`config.mk`:
```
export PLATFORM = sky130hd
export DESIGN_NAME = fp_add_sub_pipe
export DESIGN_NICKNAME = d
export VERILOG_FILES = /design/src/rtl/fp_add_sub_pipe.sv
export SDC_FILE = /design/constraint.sdc
export NUM_CORES = 1
export LEC_CHECK = 0
export BUFFER_PORTS_ARGS = -buffer_cell sky130_fd_sc_hd__buf_2
export CORE_ASPECT_RATIO = 0.6
export CORE_UTILIZATION = 31
export DETAILED_ROUTE_END_ITERATION = 8
export HOLD_SLACK_MARGIN = 0.08
export SETUP_SLACK_MARGIN = 0.3
export SYNTH_ARGS = -nofsm -noshare
export SYNTH_HDL_FRONTEND = slang
export SYNTH_SLANG_ARGS = --single-unit
```
`constraint.sdc`:
```
create_clock -name clk -period 6.45 [get_ports clk]
set_input_delay 0.645 -clock clk [delete_from_list [all_inputs] [get_ports clk]]
set_output_delay 0.645 -clock clk [all_outputs]
set_load 0.02 [all_outputs]
```
`src/rtl/fp_add_sub_pipe.sv`:
```
// Three-stage pipelined floating-point adder/subtractor: align, add, normalise/round/pack.
// Denormal inputs flush to zero; special values are resolved up front and carried as tags.
module fp_add_sub_pipe #(
  parameter int EXP_W = 8,
  parameter int MAN_W = 23
) (
  input  logic                 clk,
  input  logic                 rstn,
  input  logic                 valid_in,
  input  logic                 op_sub,
  input  logic [EXP_W+MAN_W:0] a,
  input  logic [EXP_W+MAN_W:0] b,
  output logic                 valid_out,
  output logic [EXP_W+MAN_W:0] result,
  output logic                 overflow,
  output logic                 invalid
);
  localparam int W    = 1 + EXP_W + MAN_W;
  localparam int F    = MAN_W + 4;
  localparam int LZ_W = $clog2(F + 1);
  localparam logic [EXP_W-1:0] EXP_ONES = {EXP_W{1'b1}};
  localparam logic [W-1:0] QNAN = {1'b0, {EXP_W{1'b1}}, 1'b1, {(MAN_W-1){1'b0}}};
  localparam logic signed [EXP_W+1:0] E_ONE = (EXP_W+2)'(1);

  logic [2:0] valid_q;

  logic             s1_sign_d, s1_sub_d, s1_spec_d, s1_inv_d;
  logic [EXP_W-1:0] s1_exp_d;
  logic [F-1:0]     s1_big_d, s1_small_d;
  logic [W-1:0]     s1_spec_val_d;
  logic             s1_sign_q, s1_sub_q, s1_spec_q, s1_inv_q;
  logic [EXP_W-1:0] s1_exp_q;
  logic [F-1:0]     s1_big_q, s1_small_q;
  logic [W-1:0]     s1_spec_val_q;

  logic [F:0]       s2_sum_d;
  logic             s2_sign_q, s2_sub_q, s2_spec_q, s2_inv_q;
  logic [EXP_W-1:0] s2_exp_q;
  logic [F:0]       s2_sum_q;
  logic [W-1:0]     s2_spec_val_q;

  logic [W-1:0] res_d, res_q;
  logic         ovf_d, ovf_q, inv_d, inv_q;

  logic             sign_a, sign_b, a_nan, b_nan, a_inf, b_inf, a_is_big;
  logic [W-2:0]     mag_a, mag_b, mag_big, mag_small;
  logic [F-1:0]     small_pre;
  logic [2*F-1:0]   small_ext;
  logic [31:0]      shift_d;

  always_comb begin
    sign_a    = a[W-1];
    sign_b    = b[W-1] ^ op_sub;
    a_nan     = (a[W-2:MAN_W] == EXP_ONES) && (|a[MAN_W-1:0]);
    b_nan     = (b[W-2:MAN_W] == EXP_ONES) && (|b[MAN_W-1:0]);
    a_inf     = (a[W-2:MAN_W] == EXP_ONES) && !(|a[MAN_W-1:0]);
    b_inf     = (b[W-2:MAN_W] == EXP_ONES) && !(|b[MAN_W-1:0]);
    mag_a     = (a[W-2:MAN_W] == '0) ? '0 : a[W-2:0];
    mag_b     = (b[W-2:MAN_W] == '0) ? '0 : b[W-2:0];
    a_is_big  = mag_a >= mag_b;
    mag_big   = a_is_big ? mag_a : mag_b;
    mag_small = a_is_big ? mag_b : mag_a;

    s1_sign_d = a_is_big ? sign_a : sign_b;
    s1_sub_d  = sign_a ^ sign_b;
    s1_exp_d  = mag_big[W-2:MAN_W];
    s1_big_d  = (mag_big == '0) ? '0 : {1'b1, mag_big[MAN_W-1:0], 3'b000};
    small_pre = (mag_small == '0) ? '0 : {1'b1, mag_small[MAN_W-1:0], 3'b000};
    shift_d   = 32'(mag_big[W-2:MAN_W]) - 32'(mag_small[W-2:MAN_W]);
    // Shift through a double-width field so everything falling off the end feeds sticky.
    small_ext = {small_pre, {F{1'b0}}} >> shift_d;
    if (shift_d >= 32'(MAN_W + 3))
      s1_small_d = {{(F-1){1'b0}}, |small_pre};
    else
      s1_small_d = small_ext[2*F-1:F] | {{(F-1){1'b0}}, |small_ext[F-1:0]};

    s1_spec_d     = a_nan | b_nan | a_inf | b_inf;
    s1_inv_d      = a_nan | b_nan | (a_inf & b_inf & (sign_a ^ sign_b));
    s1_spec_val_d = QNAN;
    if (!s1_inv_d && a_inf)
      s1_spec_val_d = {sign_a, EXP_ONES, {MAN_W{1'b0}}};
    else if (!s1_inv_d)
      s1_spec_val_d = {sign_b, EXP_ONES, {MAN_W{1'b0}}};
  end

  always_comb begin
    if (s1_sub_q)
      s2_sum_d = {1'b0, s1_big_q} - {1'b0, s1_small_q};
    else
      s2_sum_d = {1'b0, s1_big_q} + {1'b0, s1_small_q};
  end

  logic [LZ_W-1:0]         lz;
  logic [F-1:0]            norm;
  logic signed [EXP_W+1:0] e_base, e_norm, e_fin;
  logic [MAN_W:0]          man_r;
  logic                    rnd_inc;

  always_comb begin
    lz = '0;
    for (int i = 0; i < F; i++)
      if (s2_sum_q[i]) lz = LZ_W'(F - 1 - i);
    e_base = $signed({2'b00, s2_exp_q});
    if (s2_sum_q[F]) begin
      norm   = s2_sum_q[F:1] | {{(F-1){1'b0}}, s2_sum_q[0]};
      e_norm = e_base + E_ONE;
    end else begin
      norm   = s2_sum_q[F-1:0] << lz;
      e_norm = e_base - $signed((EXP_W+2)'(lz));
    end
    // Round to nearest even on {G, R, S} with the kept LSB breaking ties.
    rnd_inc = norm[2] & (norm[1] | norm[0] | norm[3]);
    man_r   = {1'b0, norm[F-2:3]} + (MAN_W+1)'(rnd_inc);
    e_fin   = man_r[MAN_W] ? e_norm + E_ONE : e_norm;

    res_d = {s2_sign_q, e_fin[EXP_W-1:0], man_r[MAN_W-1:0]};
    ovf_d = 1'b0;
    inv_d = 1'b0;
    if (s2_spec_q) begin
      res_d = s2_spec_val_q;
      inv_d = s2_inv_q;
    end else if (s2_sum_q == '0) begin
      res_d = {s2_sub_q ? 1'b0 : s2_sign_q, {(W-1){1'b0}}};
    end else if (!e_fin[EXP_W+1] && (e_fin[EXP_W:0] >= {1'b0, EXP_ONES})) begin
      res_d = {s2_sign_q, EXP_ONES, {MAN_W{1'b0}}};
      ovf_d = 1'b1;
    end else if (e_fin[EXP_W+1] || (e_fin == '0)) begin
      res_d = {s2_sign_q, {(W-1){1'b0}}};
    end
  end

  always_ff @(posedge clk or negedge rstn) begin
    if (!rstn) begin
      valid_q       <= '0;
      s1_sign_q     <= 1'b0;
      s1_sub_q      <= 1'b0;
      s1_spec_q     <= 1'b0;
      s1_inv_q      <= 1'b0;
      s1_exp_q      <= '0;
      s1_big_q      <= '0;
      s1_small_q    <= '0;
      s1_spec_val_q <= '0;
      s2_sign_q     <= 1'b0;
      s2_sub_q      <= 1'b0;
      s2_spec_q     <= 1'b0;
      s2_inv_q      <= 1'b0;
      s2_exp_q      <= '0;
      s2_sum_q      <= '0;
      s2_spec_val_q <= '0;
      res_q         <= '0;
      ovf_q         <= 1'b0;
      inv_q         <= 1'b0;
    end else begin
      valid_q <= {valid_q[1:0], valid_in};
      if (valid_in) begin
        s1_sign_q     <= s1_sign_d;
        s1_sub_q      <= s1_sub_d;
        s1_spec_q     <= s1_spec_d;
        s1_inv_q      <= s1_inv_d;
        s1_exp_q      <= s1_exp_d;
        s1_big_q      <= s1_big_d;
        s1_small_q    <= s1_small_d;
        s1_spec_val_q <= s1_spec_val_d;
      end
      if (valid_q[0]) begin
        s2_sign_q     <= s1_sign_q;
        s2_sub_q      <= s1_sub_q;
        s2_spec_q     <= s1_spec_q;
        s2_inv_q      <= s1_inv_q;
        s2_exp_q      <= s1_exp_q;
        s2_sum_q      <= s2_sum_d;
        s2_spec_val_q <= s1_spec_val_q;
      end
      if (valid_q[1]) begin
        res_q <= res_d;
        ovf_q <= ovf_d;
        inv_q <= inv_d;
      end
    end
  end

  assign valid_out = valid_q[2];
  assign result    = res_q;
  assign overflow  = ovf_q;
  assign invalid   = inv_q;
endmodule
```
==> impl_metrics.tcl <==
set metrics [dict create \
    status "completed" \
    worst_pin_slew_ns 1.07 \
    yosys-top-cells-area "dfrtp_1 24%, a21oi_1 5.3%, ha_1 5.3%" \
    arrival_ns 6.22 \
    worst-path-buf-inv 4 \
    dieArea_sq_um 50200 \
    synth_area_leader_cell "dfrtp_1" \
    antenna_found_initial 1 \
    synth_top_area_share 0.239 \
    dp_hpwl_mm 44.3 \
    place.gp.congestion 1.03 \
    reg2reg_to "result[25]" \
    drtIter0Drc 1933 \
    r2r_start "s2_sum_q[10]" \
    min_period_over_period 0.915 \
    setup_viol 0 \
    crit_path_max_incr_delay_ns 0.63 \
    vias 15800 \
    chipWidth_microns 289 \
    ir_drop_v 0.000298 \
    required_ns 6.77 \
    finalSetupTns_ns 0 \
    min_period_ns 5.90 \
    grt_pass1_vias 14700 \
    wl_per_cell_microns 21.2 \
    clock_sinks 146 \
    start_kind "input port" \
    synth_edf_count 0 \
    syn_inst 1930 \
    cp.depth 25 \
    cts_tree "yes" \
    rows 62 \
    cts_max_level 4 \
    drt-pass1-iter-count 6 \
    p_leak_uw 0.00741 \
    diodes 0 \
    hold_path_class "in -> async" \
    grt_max_degree 86 \
    nets 2138 \
    comb_power_share 0.671 \
    crit_path_frequent_cell "a21oi_1" \
    die_h_microns 174 \
    final_hold_viol_count 0 \
    layout-drive-gt1-share 0.189 \
    crit_start "b[24]" \
    cts.path.max_buffers 2 \
    path_clk_slew_ns 0.06 \
    clk_latency_ns 0.46 \
    grt_usage 0.225 \
    synth-seq-cells 146 \
    r2r_cells 19 \
    p_seq_frac 0.194 \
    coreArea_sq_um 48300 \
    crit_path_max_fanout 31 \
    fin_cells 2657 \
    fill_cells 5064 \
    max_freq_mhz 170 \
    skew_ns 0.00783 \
    postRouteAntennaNets 0 \
    grt_pass1_wl_mm 88.2 \
    grt.overflow.total 0 \
    ys.flop_type "dfrtp_1" \
    slew_violations 0 \
    cts-buffers-inserted 17 \
    synthMostInstantiatedCell "nor2_1" \
    drc 0 \
    start_util 0.316 \
    ys_seq_area_frac 0.239 \
    synth_commonest_cells "214 x nor2_1, 211 x nand2_1, 163 x a21oi_1, 146 x dfrtp_1, 82 x inv_1" \
    postCtsHoldBufs 0 \
    crit_type "in -> reg" \
    yosysWarnings 0 \
    setup.worst_path.end "s1_small_q[0]" \
    slew_headroom 0.290 \
    ys_types 108 \
    dpl.cell_count 2624 \
    swShare 0.525 \
    reg2reg_slack_ns 0.56 \
    area_growth_pct 14.0 \
    viasPerCell 5.94 \
    switchingPower_uw 4020 \
    port_buffers 102 \
    cp_top_family "simple AND/OR/NAND/NOR gates" \
    async_reset_ff_frac 1.00 \
    max_cap_violations 0 \
    rsz0062_at_grt "no" \
    avgSynthCellArea_sq_um 7.91 \
    powerDensity_nw_per_um2 440 \
    end_kind "flop" \
    p_int_uw 3640 \
    syn_nets 2064 \
    slowest_stage "or4_1" \
    boundaryPins 103 \
    clock-root-buffer "clkbuf_16" \
    p_clk_frac 0.135 \
    synthesis.area_sq_um 15300 \
    wl_mm 56.3 \
]
[logic make-up (layout without fill, tap and decap cells)]
| family | after synthesis | in the layout | share of synthesized area |
|---|---|---|---|
| adder cells (fa/ha/maj) | 66 | 66 | 0.0546 |
| AO/OA/AOI/OAI | 520 | 520 | 0.242 |
| multiplexers | 149 | 149 | 0.114 |
| XOR/XNOR | 96 | 96 | 0.0551 |
| buffers and inverters | 222 | 309 | 0.0632 |
| AND/OR/NAND/NOR | 731 | 731 | 0.232 |
| flip-flops | 146 | 146 | 0.239 |
[power by group through the flow]
stage	Sequential, uW	Combinational [uW]	Clock [uW]
after floorplan	1360	3580	0
after global placement	1480	4950	0
after detailed placement	1480	4960	0
after CTS	1460	5000	1050
after global routing	1510	5530	1090
final	1480	5140	1030
[metal layers]
| metal | vias up | global-route usage | share of wire |
|---|---|---|---|
| li1 | 7239 | - | - |
| met1 | 7746 | 0.360 | 0.50 |
| met2 | 744 | 0.299 | 0.39 |
| met3 | 50 | 0.0566 | 0.099 |
| met4 | 0 | 0.0353 | 0.0095 |
| met5 | - | 0 | 0 |
[state kept, by name (all words and copies together) (netlist names), 3 cells and up]
| name | count |
|---|---|
| s1_small_q | 27 |
| s2_sum_q | 28 |
| s2_exp_q | 8 |
| valid_q | 3 |
| s1_big_q | 24 |
| result | 32 |
| s1_spec_val_q | 3 |
| s2_spec_val_q | 3 |
| s1_exp_q | 8 |
[how the worst min path moves through the flow]
| stage | from | end | slack (ns) | cells past startpoint |
|---|---|---|---|---|
| finish | rstn | result[29] | 0.24 | 1 |
| CTS | rstn | result[30] | 0.27 | 1 |
| global placement | s1_spec_val_q[30] | s1_spec_val_q[30] | 0.46 | 1 |
| floorplan | rstn | invalid | 0.35 | 0 |
| global route | rstn | result[29] | 0.31 | 1 |
| detailed placement | s1_spec_val_q[30] | s1_spec_val_q[30] | 0.46 | 1 |
[worst register-to-register path, stage by stage, from the launching register on]
cell      delay [ns]
dfrtp_1         0.52
nor4_1          0.74
nand3b_1        0.20
a21oi_1         0.89
inv_2           0.14
ha_1            0.34
a21boi_0        0.15
o21ai_0         0.30
a21oi_1         0.14
xnor2_1         0.24
buf_4           0.18
nand2_1         0.16
a211oi_1        0.34
nand4_1         0.25
nor4_1          0.30
o21a_1          0.25
buf_4           0.18
nor2_1          0.06
a31o_2          0.25
o22ai_1         0.18
[layout by cell type, fill, tap and decap left out, types with 17 or more instances in the layout]
cell type	instances
a211oi_1	28
a21oi_1	163
a31oi_1	17
buf_2	101
buf_4	79
clkbuf_16	17
dfrtp_1	145
ha_1	62
inv_1	81
mux2_2	55
mux2i_1	74
nand2_1	211
nand2b_1	17
nand3_1	46
nand4_1	20
nor2_1	212
nor2b_1	22
nor3_1	71
nor4_1	30
o21ai_0	71
o22ai_1	26
o2bb2ai_1	19
o41ai_2	18
xnor2_1	69
xor2_1	25
[layout make-up]
class	instances	area [sq um]	share of cell area
repair buffers	188	1250	0.0718
multi-input cells	1562	10800	0.619
well taps	640	801	0.0460
inverters	89	337	0.0193
flip-flops and latches	146	3650	0.210
clock buffers	19	443	0.0254
clock inverters	13	149	0.00855
[timing repair]
item	4_1_cts	5_1_grt
endpoints found under the setup margin	27	33
pin swaps	1	0
gates resized for setup	0	8
buffers inserted	1	0
[through the flow]
step,setup slack (ns),hold WS [ns],utilization,power [uW],instance area (sq um)
floorplan,0.302,0.349,-,4940,15400
global placement,0.240,0.455,0.348,6430,16800
detailed placement,0.193,0.459,0.348,6440,16800
CTS,0.311,0.269,0.360,7510,17400
global route,0.296,0.314,0.361,8130,17400
finish,0.551,0.244,0.361,7660,17400
Note: power is estimated with default switching activity, not from simulation.
